===== config.mk =====
export PLATFORM = sky130hd
export DESIGN_NAME = decoder_scan_ctrl
export DESIGN_NICKNAME = d
export VERILOG_FILES = /design/src/rtl/decoder_scan_ctrl_pkg.sv /design/src/rtl/decoder_scan_ctrl_next_ch_sel.sv /design/src/rtl/decoder_scan_ctrl.sv
export SDC_FILE = /design/constraint.sdc
export NUM_CORES = 1
export LEC_CHECK = 0
export CAP_MARGIN = 20
export CORE_MARGIN = 2
export CORE_UTILIZATION = 35
export CTS_CLUSTER_DIAMETER = 150
export CTS_CLUSTER_SIZE = 8
export DETAILED_ROUTE_END_ITERATION = 10
export GPL_TIMING_DRIVEN = 0
export PLACE_DENSITY = 0.6
export SLEW_MARGIN = 10
export SYNTH_ARGS = -nofsm -noshare
export SYNTH_HDL_FRONTEND = slang
export SYNTH_SLANG_ARGS = --single-unit

===== constraint.sdc =====
create_clock -name CLK -period 6.6 [get_ports CLK]
set_input_delay 1.65 -clock CLK [delete_from_list [all_inputs] [get_ports CLK]]
set_output_delay 1.65 -clock CLK [all_outputs]
set_load 0.05 [all_outputs]

===== src/rtl/decoder_scan_ctrl_pkg.sv =====
// Shared definitions for the decoder scan controller.
// Holds the FSM state encodings, the decoder channel constants and a
// lowest-set-bit helper used by the channel selector.
package decoder_scan_ctrl_pkg;

    typedef enum logic [1:0] {
        IDLE   = 2'd0,
        GAP    = 2'd1,
        ACTIVE = 2'd2
    } state_t;

    localparam logic [1:0] CH0 = 2'd0;
    localparam logic [1:0] CH1 = 2'd1;
    localparam logic [1:0] CH2 = 2'd2;
    localparam logic [1:0] CH3 = 2'd3;

    // Lowest set channel of a 4-bit enable mask; CH0 when the mask is empty.
    function automatic logic [1:0] low_ch(input logic [3:0] m);
        if (m[0])      return CH0;
        else if (m[1]) return CH1;
        else if (m[2]) return CH2;
        else if (m[3]) return CH3;
        else           return CH0;
    endfunction

endpackage


===== src/rtl/decoder_scan_ctrl_next_ch_sel.sv =====
// Combinational channel selector for the decoder scan controller.
// Ports:
//   mask  in  4  channel enables
//   cur   in  2  current channel
//   nxt   out 2  next enabled channel above cur (lowest enabled one on wrap)
//   wrap  out 1  no enabled channel above cur
//   first out 2  lowest enabled channel
//   none  out 1  mask is empty
module next_ch_sel
    import decoder_scan_ctrl_pkg::*;
(
    input  logic [3:0] mask,
    input  logic [1:0] cur,
    output logic [1:0] nxt,
    output logic       wrap,
    output logic [1:0] first,
    output logic       none
);

    logic [3:0] above;

    always_comb begin
        above = 4'd0;
        for (int i = 0; i < 4; i++) begin
            above[i] = mask[i] && (i > int'(cur));
        end
        none  = (mask == 4'd0);
        first = low_ch(mask);
        wrap  = (above == 4'd0);
        nxt   = wrap ? first : low_ch(above);
    end

endmodule


===== src/rtl/decoder_scan_ctrl.sv =====
// Scan sequencer driving the G_L/A/B inputs of a v74x139 2-to-4 decoder.
// Steps through the enabled channels, holding each active for DWELL+1
// cycles with a GAP_CYC-cycle blanking gap before every window so that the
// select lines only move while the decoder is disabled.
// Ports:
//   CLK      in   1      clock, rising edge
//   RESET_L  in   1      async active-low reset
//   START    in   1      begin a sweep (ignored while BUSY)
//   STOP     in   1      synchronous abort, highest priority
//   ONESHOT  in   1      1: single sweep, 0: continuous
//   MASK     in   4      channel enables
//   DWELL    in   CNT_W  active window length minus one
//   G_L      out  1      decoder enable, active low
//   A, B     out  1      decoder select, {B,A} = channel
//   BUSY     out  1      not idle
//   DONE     out  1      one-cycle pulse at each sweep end
module decoder_scan_ctrl
    import decoder_scan_ctrl_pkg::*;
#(
    parameter int CNT_W   = 8,
    parameter int GAP_CYC = 2
) (
    input  logic             CLK,
    input  logic             RESET_L,
    input  logic             START,
    input  logic             STOP,
    input  logic             ONESHOT,
    input  logic [3:0]       MASK,
    input  logic [CNT_W-1:0] DWELL,
    output logic             G_L,
    output logic             A,
    output logic             B,
    output logic             BUSY,
    output logic             DONE
);

    state_t           state, state_n;
    logic [3:0]       gap_cnt, gap_n;
    logic [CNT_W-1:0] dwell_cnt, dwell_n;
    logic [3:0]       mask_r, mask_n;
    logic             wrapped, wrapped_n;
    logic [1:0]       ch, ch_n;
    logic             g_l_n, done_n;

    logic [3:0]       sel_mask;
    logic [1:0]       sel_nxt, sel_first;
    logic             sel_wrap, sel_none;

    // In IDLE the selector looks at the live MASK so START can pick the
    // first channel on the same edge; otherwise it uses the registered mask.
    assign sel_mask = (state == IDLE) ? MASK : mask_r;

    next_ch_sel u_sel (
        .mask  (sel_mask),
        .cur   (ch),
        .nxt   (sel_nxt),
        .wrap  (sel_wrap),
        .first (sel_first),
        .none  (sel_none)
    );

    always_comb begin
        state_n   = state;
        gap_n     = gap_cnt;
        dwell_n   = dwell_cnt;
        mask_n    = mask_r;
        wrapped_n = wrapped;
        ch_n      = ch;
        g_l_n     = G_L;
        done_n    = 1'b0;
        if (STOP) begin
            state_n = IDLE;
            g_l_n   = 1'b1;
        end else begin
            case (state)
                IDLE: begin
                    if (START) begin
                        if (sel_none) begin
                            done_n = 1'b1;
                        end else begin
                            // Select lines settle now; the first gap cycle
                            // is already spent, hence entry at count 2.
                            mask_n    = MASK;
                            ch_n      = sel_first;
                            gap_n     = 4'd2;
                            wrapped_n = 1'b0;
                            state_n   = GAP;
                        end
                    end
                end
                GAP: begin
                    if (gap_cnt == 4'(GAP_CYC)) begin
                        state_n = ACTIVE;
                        g_l_n   = 1'b0;
                        dwell_n = DWELL;
                    end else begin
                        gap_n = gap_cnt + 4'd1;
                        // Select lines move only after one full blanked cycle.
                        if (gap_cnt == 4'd1)
                            ch_n = wrapped ? sel_first : sel_nxt;
                    end
                end
                ACTIVE: begin
                    if (dwell_cnt != '0) begin
                        dwell_n = dwell_cnt - 1'b1;
                    end else begin
                        g_l_n = 1'b1;
                        if (sel_wrap) begin
                            done_n = 1'b1;
                            if (ONESHOT || MASK == 4'd0) begin
                                state_n = IDLE;
                            end else begin
                                mask_n    = MASK;
                                wrapped_n = 1'b1;
                                gap_n     = 4'd1;
                                state_n   = GAP;
                            end
                        end else begin
                            wrapped_n = 1'b0;
                            gap_n     = 4'd1;
                            state_n   = GAP;
                        end
                    end
                end
                default: begin
                    state_n = IDLE;
                    g_l_n   = 1'b1;
                end
            endcase
        end
    end

    always_ff @(posedge CLK or negedge RESET_L) begin
        if (!RESET_L) begin
            state     <= IDLE;
            gap_cnt   <= 4'd0;
            dwell_cnt <= '0;
            mask_r    <= 4'd0;
            wrapped   <= 1'b0;
            ch        <= CH0;
            G_L       <= 1'b1;
            DONE      <= 1'b0;
        end else begin
            state     <= state_n;
            gap_cnt   <= gap_n;
            dwell_cnt <= dwell_n;
            mask_r    <= mask_n;
            wrapped   <= wrapped_n;
            ch        <= ch_n;
            G_L       <= g_l_n;
            DONE      <= done_n;
        end
    end

    assign {B, A} = ch;
    assign BUSY   = (state != IDLE);

endmodule

### Yosys cells after proc, flatten, opt, wreduce, memory -nomap -nowiden

Cells that the tools add are included.

* multiplexer cells: 55
* add/sub/neg operators: 2
* $lt $le $gt $ge: 3
* bitwise operators: 1
* reduce and logical (&&, ||, !) cells: 21
* equality and inequality tests: 19

Operators by type and width (count)
* $mux W4: 12
* $mux W2: 19
* $ne A2 B2 Y1 const B: 10
* $mux W8: 2
* $pmux W8 S2: 1
* $ne A3 B3 Y1 const B: 5
* $mux W1: 14
* $reduce_and A7 Y1: 2
* $pmux W4 S3: 1
* $reduce_and A6 Y1: 2
* $logic_not A4 Y1: 2
* $pmux W4 S2: 1
* $reduce_and A4 Y1: 2
* $reduce_bool A2 Y1: 4
* $reduce_bool A8 Y1: 1
* $sub A8 B1 Y8 const B: 1
* $pmux W2 S3: 1
* $add A4 B1 Y4 const B: 1
* $eq A4 B1 Y1 const B: 1
* $eq A4 B2 Y1 const B: 1
* $gt A2 B2 Y1 const A: 2
* $pmux W1 S2: 2
* $pmux W2 S2: 1
* $logic_and A1 B1 Y1: 3
* other kinds (10): 10

* input bits: 17
* flip-flop bits (word level): 23
* logic and storage cells: 109
* output and inout bits: 5

### Depth between registers and ports, before layout

* depth after elaboration: 11
* depth in mapped cells: 8

### Hierarchy

Synthesis repeated with hierarchy kept, for this count alone.

* cells, all modules: 175
* area total of the unflattened synthesis: 1615.3 um2

Modules (own cells, without submodules)
* decoder_scan_ctrl: instances 1, cells each 156, seq. area each 576.8 um2, area each 1496.4 um2
* next_ch_sel: instances 1, cells each 19, seq. area each 0.0 um2, area each 118.9 um2

### Worst setup path before layout

Ideal clock, no wire load.

* path type: input-to-reg
* start: in MASK[1]
* end: reg mask_r[0]
* buffers on the path: 0
* slack: 3.579 ns
* data arrival time: 2.896 ns
* stages on the path: 5
* cells stage by stage: nor4_1 -> o21ai_0 -> and3b_2 -> o21ai_2 -> mux2_2

* longest elaborated chain between the ends: 5
* elaborated cells on any way between the ends: 10
* those cells by class: eq/ne: 3; mux: 1; reduce/logical: 6

Ends and longest elaborated chain
* start, declared: line decoder_scan_ctrl.sv:28 `input logic [3:0] MASK,`
* $mux W4: line decoder_scan_ctrl.sv:51 `assign sel_mask = (state == IDLE) ? MASK : mask_r;`
* $logic_and A1 B1 Y1: line decoder_scan_ctrl_next_ch_sel.sv:25 `above[i] = mask[i] && (i > int'(cur));`
* $logic_not A3 Y1: line decoder_scan_ctrl_next_ch_sel.sv:29 `wrap = (above == 4'd0);`
* $ne A2 B2 Y1 (no line)
* $reduce_and A7 Y1 (no line) (*)
* end signal, assigned: line decoder_scan_ctrl.sv:147 `mask_r <= mask_n;`
* end, declared: line decoder_scan_ctrl.sv:40 `logic [3:0] mask_r, mask_n;`

Every way passes the cells marked *; elsewhere a longest branch is shown, timed or not.
A chain may end at the register's enable or synchronous reset.

### Final worst setup path

* start: reg state[0]
* end: out BUSY

* longest elaborated chain between the ends: 1

Ends and longest elaborated chain
* start, declared: line decoder_scan_ctrl.sv:37 `state_t state, state_n;`
* start signal, assigned: line decoder_scan_ctrl.sv:144 `state <= state_n;`
* $reduce_bool A2 Y1: line decoder_scan_ctrl.sv:156 `assign BUSY = (state != IDLE);`
* end, declared: line decoder_scan_ctrl.sv:33 `output logic BUSY,`

Every way passes these cells.

==> impl_metrics.sql <==
INSERT INTO impl_metrics (metric_group, metric, value, unit) VALUES
('status', 'run_status', 'finished, final reports clean', ''),
('timing', 'worst-slew-pin-transition', '0.627', 'ns'),
('clock_tree', 'cts_tree', 'done', ''),
('synth', 'postSynthCellCount', '181', ''),
('drt', 'detail_route.wirelength.met1', '1.85', 'mm'),
('power_and_ir_drop', 'power.share.sequential', '33.9', '%'),
('synth', 'synth.top_cell.area_share', '33.6', '%'),
('power_and_ir_drop', 'power_switching', '362', 'µW'),
('drt', 'met2WireLength', '1.71', 'mm'),
('critical_path', 'cp_data_arrival_time', '2.18', 'ns'),
('placed_design', 'dp_hpwl', '2.80', 'mm'),
('critical_path', 'startpoint', 'state[0]', ''),
('die', 'ports', '22', ''),
('clock_tree', 'clk-insertion-delay-late', '0.26', 'ns'),
('timing', 'timing.final.max_slew_violations', '0', ''),
('die', 'fp.coreArea', '4440', 'µm²'),
('final_layout', 'filler_cell_count', '451', ''),
('final_layout', 'nets', '235', ''),
('timing', 'worst_slew_margin_rel', '58.2', '%'),
('drt', 'dr_wl_met3', '146', 'µm'),
('final_layout', 'diodes', '0', ''),
('synth', 'synth_seq_area_share', '35.2', '%'),
('clock_tree', 'cts_buffer_depth', '2', ''),
('clock_tree', 'cts_hold_buf', '0', ''),
('synth', 'synth_common_cells', 'dfrtp_1 (22), nand2_1 (17), nor2_1 (16), o21ai_0 (16), inv_1 (11)', ''),
('final_layout', 'post_route_cells_drive_above_1_share', '13.0', '%'),
('timing', 'period_minus_slack', '3.83', 'ns'),
('power_and_ir_drop', 'internal_power', '420', 'µW'),
('synth', 'count_of_flip_flops_with_a_built_in_enable_after_synthesis', '0', ''),
('timing', 'fin_skew', '0.00249', 'ns'),
('power_and_ir_drop', 'p_clk_share', '11.6', '%'),
('drt', 'route.detailed.wl_per_inst', '14.4', 'µm'),
('drt', 'post_drt_via_cell_ratio', '5.47', ''),
('die', 'initial_utilization', '36.8', '%'),
('synth', 'post-synth-top-count-cell', 'dfrtp_1', ''),
('timing', 'finalSetupTns', '0', 'ns'),
('grt', 'grt_start_max_net_pins', '14', ''),
('hold_path', 'worstHoldPathType', 'flip-flop to flip-flop', ''),
('grt', 'track_usage', '14.8', '%'),
('synth', 'synthDominantAreaCellType', 'dfrtp_1', ''),
('synth', 'post_synth_num_cell_types', '49', ''),
('final_layout', 'post-route-util', '44.4', '%'),
('placed_design', 'port_buffers', '21', ''),
('power_and_ir_drop', 'pwrdens', '396', 'nW/µm²'),
('grt', 'first_global_vias', '1311', ''),
('grt', 'grt_first_pass_wirelength', '6.22', 'mm'),
('drt', 'initialDrtViolationCount', '96', ''),
('critical_path', 'worstReg2RegStart', 'state[0]', ''),
('die', 'rows', '24', ''),
('drt', 'route.vias.total', '1416', ''),
('timing', 'postLayoutSetupSlackWorst', '2.77', 'ns'),
('clock_tree', 'clock_tree.htree_level_count', '1', ''),
('drt', 'detail-route-antenna-nets', '0', ''),
('clock_tree', 'post_cts_resized', '0', ''),
('clock_tree', 'numCtsBuffers', '3', ''),
('timing', 'post-route-period-util', '58.0', '%'),
('critical_path', 'critPathMaxFanout', '10', ''),
('drt', 'drcViolationCount', '0', ''),
('synth', 'synth_ff_type', 'dfrtp_1', ''),
('power_and_ir_drop', 'combinational_group_share_of_total_power', '54.5', '%'),
('drt', 'top_layer_used', 'met4', ''),
('power_and_ir_drop', 'p_leak', '0.802', 'nW'),
('critical_path', 'worstSetupStartpointType', 'flip-flop', ''),
('synth', 'synthesis.area', '1640', 'µm²'),
('drt', 'detail_route.first_pass.iterations', '4', ''),
('die', 'design.die.area', '5240', 'µm²'),
('timing', 'max_freq', '261', 'MHz'),
('grt', 'grt_antenna_before_repair', '0', ''),
('power_and_ir_drop', 'netSwitchingFraction', '46.3', '%'),
('final_layout', 'flow.area_growth_from_synthesis', '20.6', '%'),
('placed_design', 'setup_slack_placement', '2.82', 'ns');
## final timing paths
check                             endpoint  slack [ns]  depth (start not counted)
min in group asynchronous       gap_cnt[2]        1.76                          1
worst min-delay path                   G_L        0.54                          2
worst min register to register         G_L        0.54                          2
worst max-delay path                  BUSY        2.77                          5
max in group asynchronous              G_L        4.26                          2
worst max register to register  gap_cnt[2]        4.24                          8
## kinds of logic (layout without fill, tap and decap cells)
group	after synthesis	count (layout)	share of synthesized area, %
simple gates	69	69	23.2
fa+ha+maj	10	10	7.65
buf+inv	16	42	3.90
flops	23	23	35.2
mux	13	13	8.41
compound gates	50	50	21.6
## layout make-up
| cell class | instances | area [µm²] | share of cell area (%) |
|---|---|---|---|
| inverter | 12 | 45.0 | 2.28 |
| sequential | 23 | 577 | 29.2 |
| clock inverter | 1 | 5.00 | 0.254 |
| timing repair buffer | 22 | 225 | 11.4 |
| buffer | 4 | 18.8 | 0.951 |
| clock buffer | 3 | 41.3 | 2.09 |
| tap | 52 | 65.1 | 3.30 |
| multi-input combinational | 142 | 996 | 50.5 |
## routing by layer
layer | up-vias | GRT usage, %
met5 | - | 0
met4 | 0 | 3.70
met3 | 2 | 2.50
met2 | 32 | 23.2
met1 | 659 | 21.1
li1 | 723 | -
## through the flow
stage          instance area (µm²)  cells  hold WS (ns)  total power, mW
6_report                      1970    259         0.544            0.782
5_1_grt                       1970    259         0.548            0.848
4_1_cts                       1970    259         0.540            0.788
3_5_place_dp                  1930    255         0.529            0.693
3_3_place_gp                  1910    254         0.513            0.691
2_1_floorplan                 1640    181         0.492            0.580
## cell usage in the layout (no fill, tap or decap), drive strengths merged, types with 2 or more instances in the layout
| master | count |
|---|---|
| nand3 | 4 |
| nor3 | 7 |
| nor2 | 16 |
| ha | 10 |
| nor2b | 5 |
| dfrtp | 22 |
| o211ai | 2 |
| o21ai | 17 |
| a31oi | 3 |
| a211oi | 2 |
| nor4 | 5 |
| inv | 11 |
| buf | 3 |
| mux2i | 7 |
| nor4b | 2 |
| or2 | 2 |
| a21oi | 9 |
| mux2 | 6 |
| o22ai | 2 |
| nand4 | 2 |
| clkbuf | 5 |
| nand2 | 18 |
| clkinv | 2 |
| a32oi | 2 |
| or3 | 2 |
| o31ai | 2 |
| clkdlybuf4s50 | 21 |
| nand4b | 2 |
## power groups by stage
stage | Combinational (mW) | Sequential, mW | Clock (mW)
5_1_grt | 0.472 | 0.275 | 0.101
4_1_cts | 0.427 | 0.265 | 0.0959
3_3_place_gp | 0.424 | 0.267 | 0
6_report | 0.426 | 0.265 | 0.0907
2_1_floorplan | 0.299 | 0.280 | 0
3_5_place_dp | 0.425 | 0.268 | 0
## worst max-delay path, cell delays in order, from the launching register on
cell             delay [ns]
dfrtp_1                0.43
inv_1                  0.09
ha_1                   0.23
buf_4                  0.18
inv_1                  0.14
clkdlybuf4s50_1        0.83
## sequential cells by signal, summed over array words and instances (netlist names)
register,flops
dwell_cnt,8
gap_cnt,4
mask_r,4
ch,2
state,2
DONE,1
G_L,1
wrapped,1
Note: power is estimated with default switching activity, not from simulation.
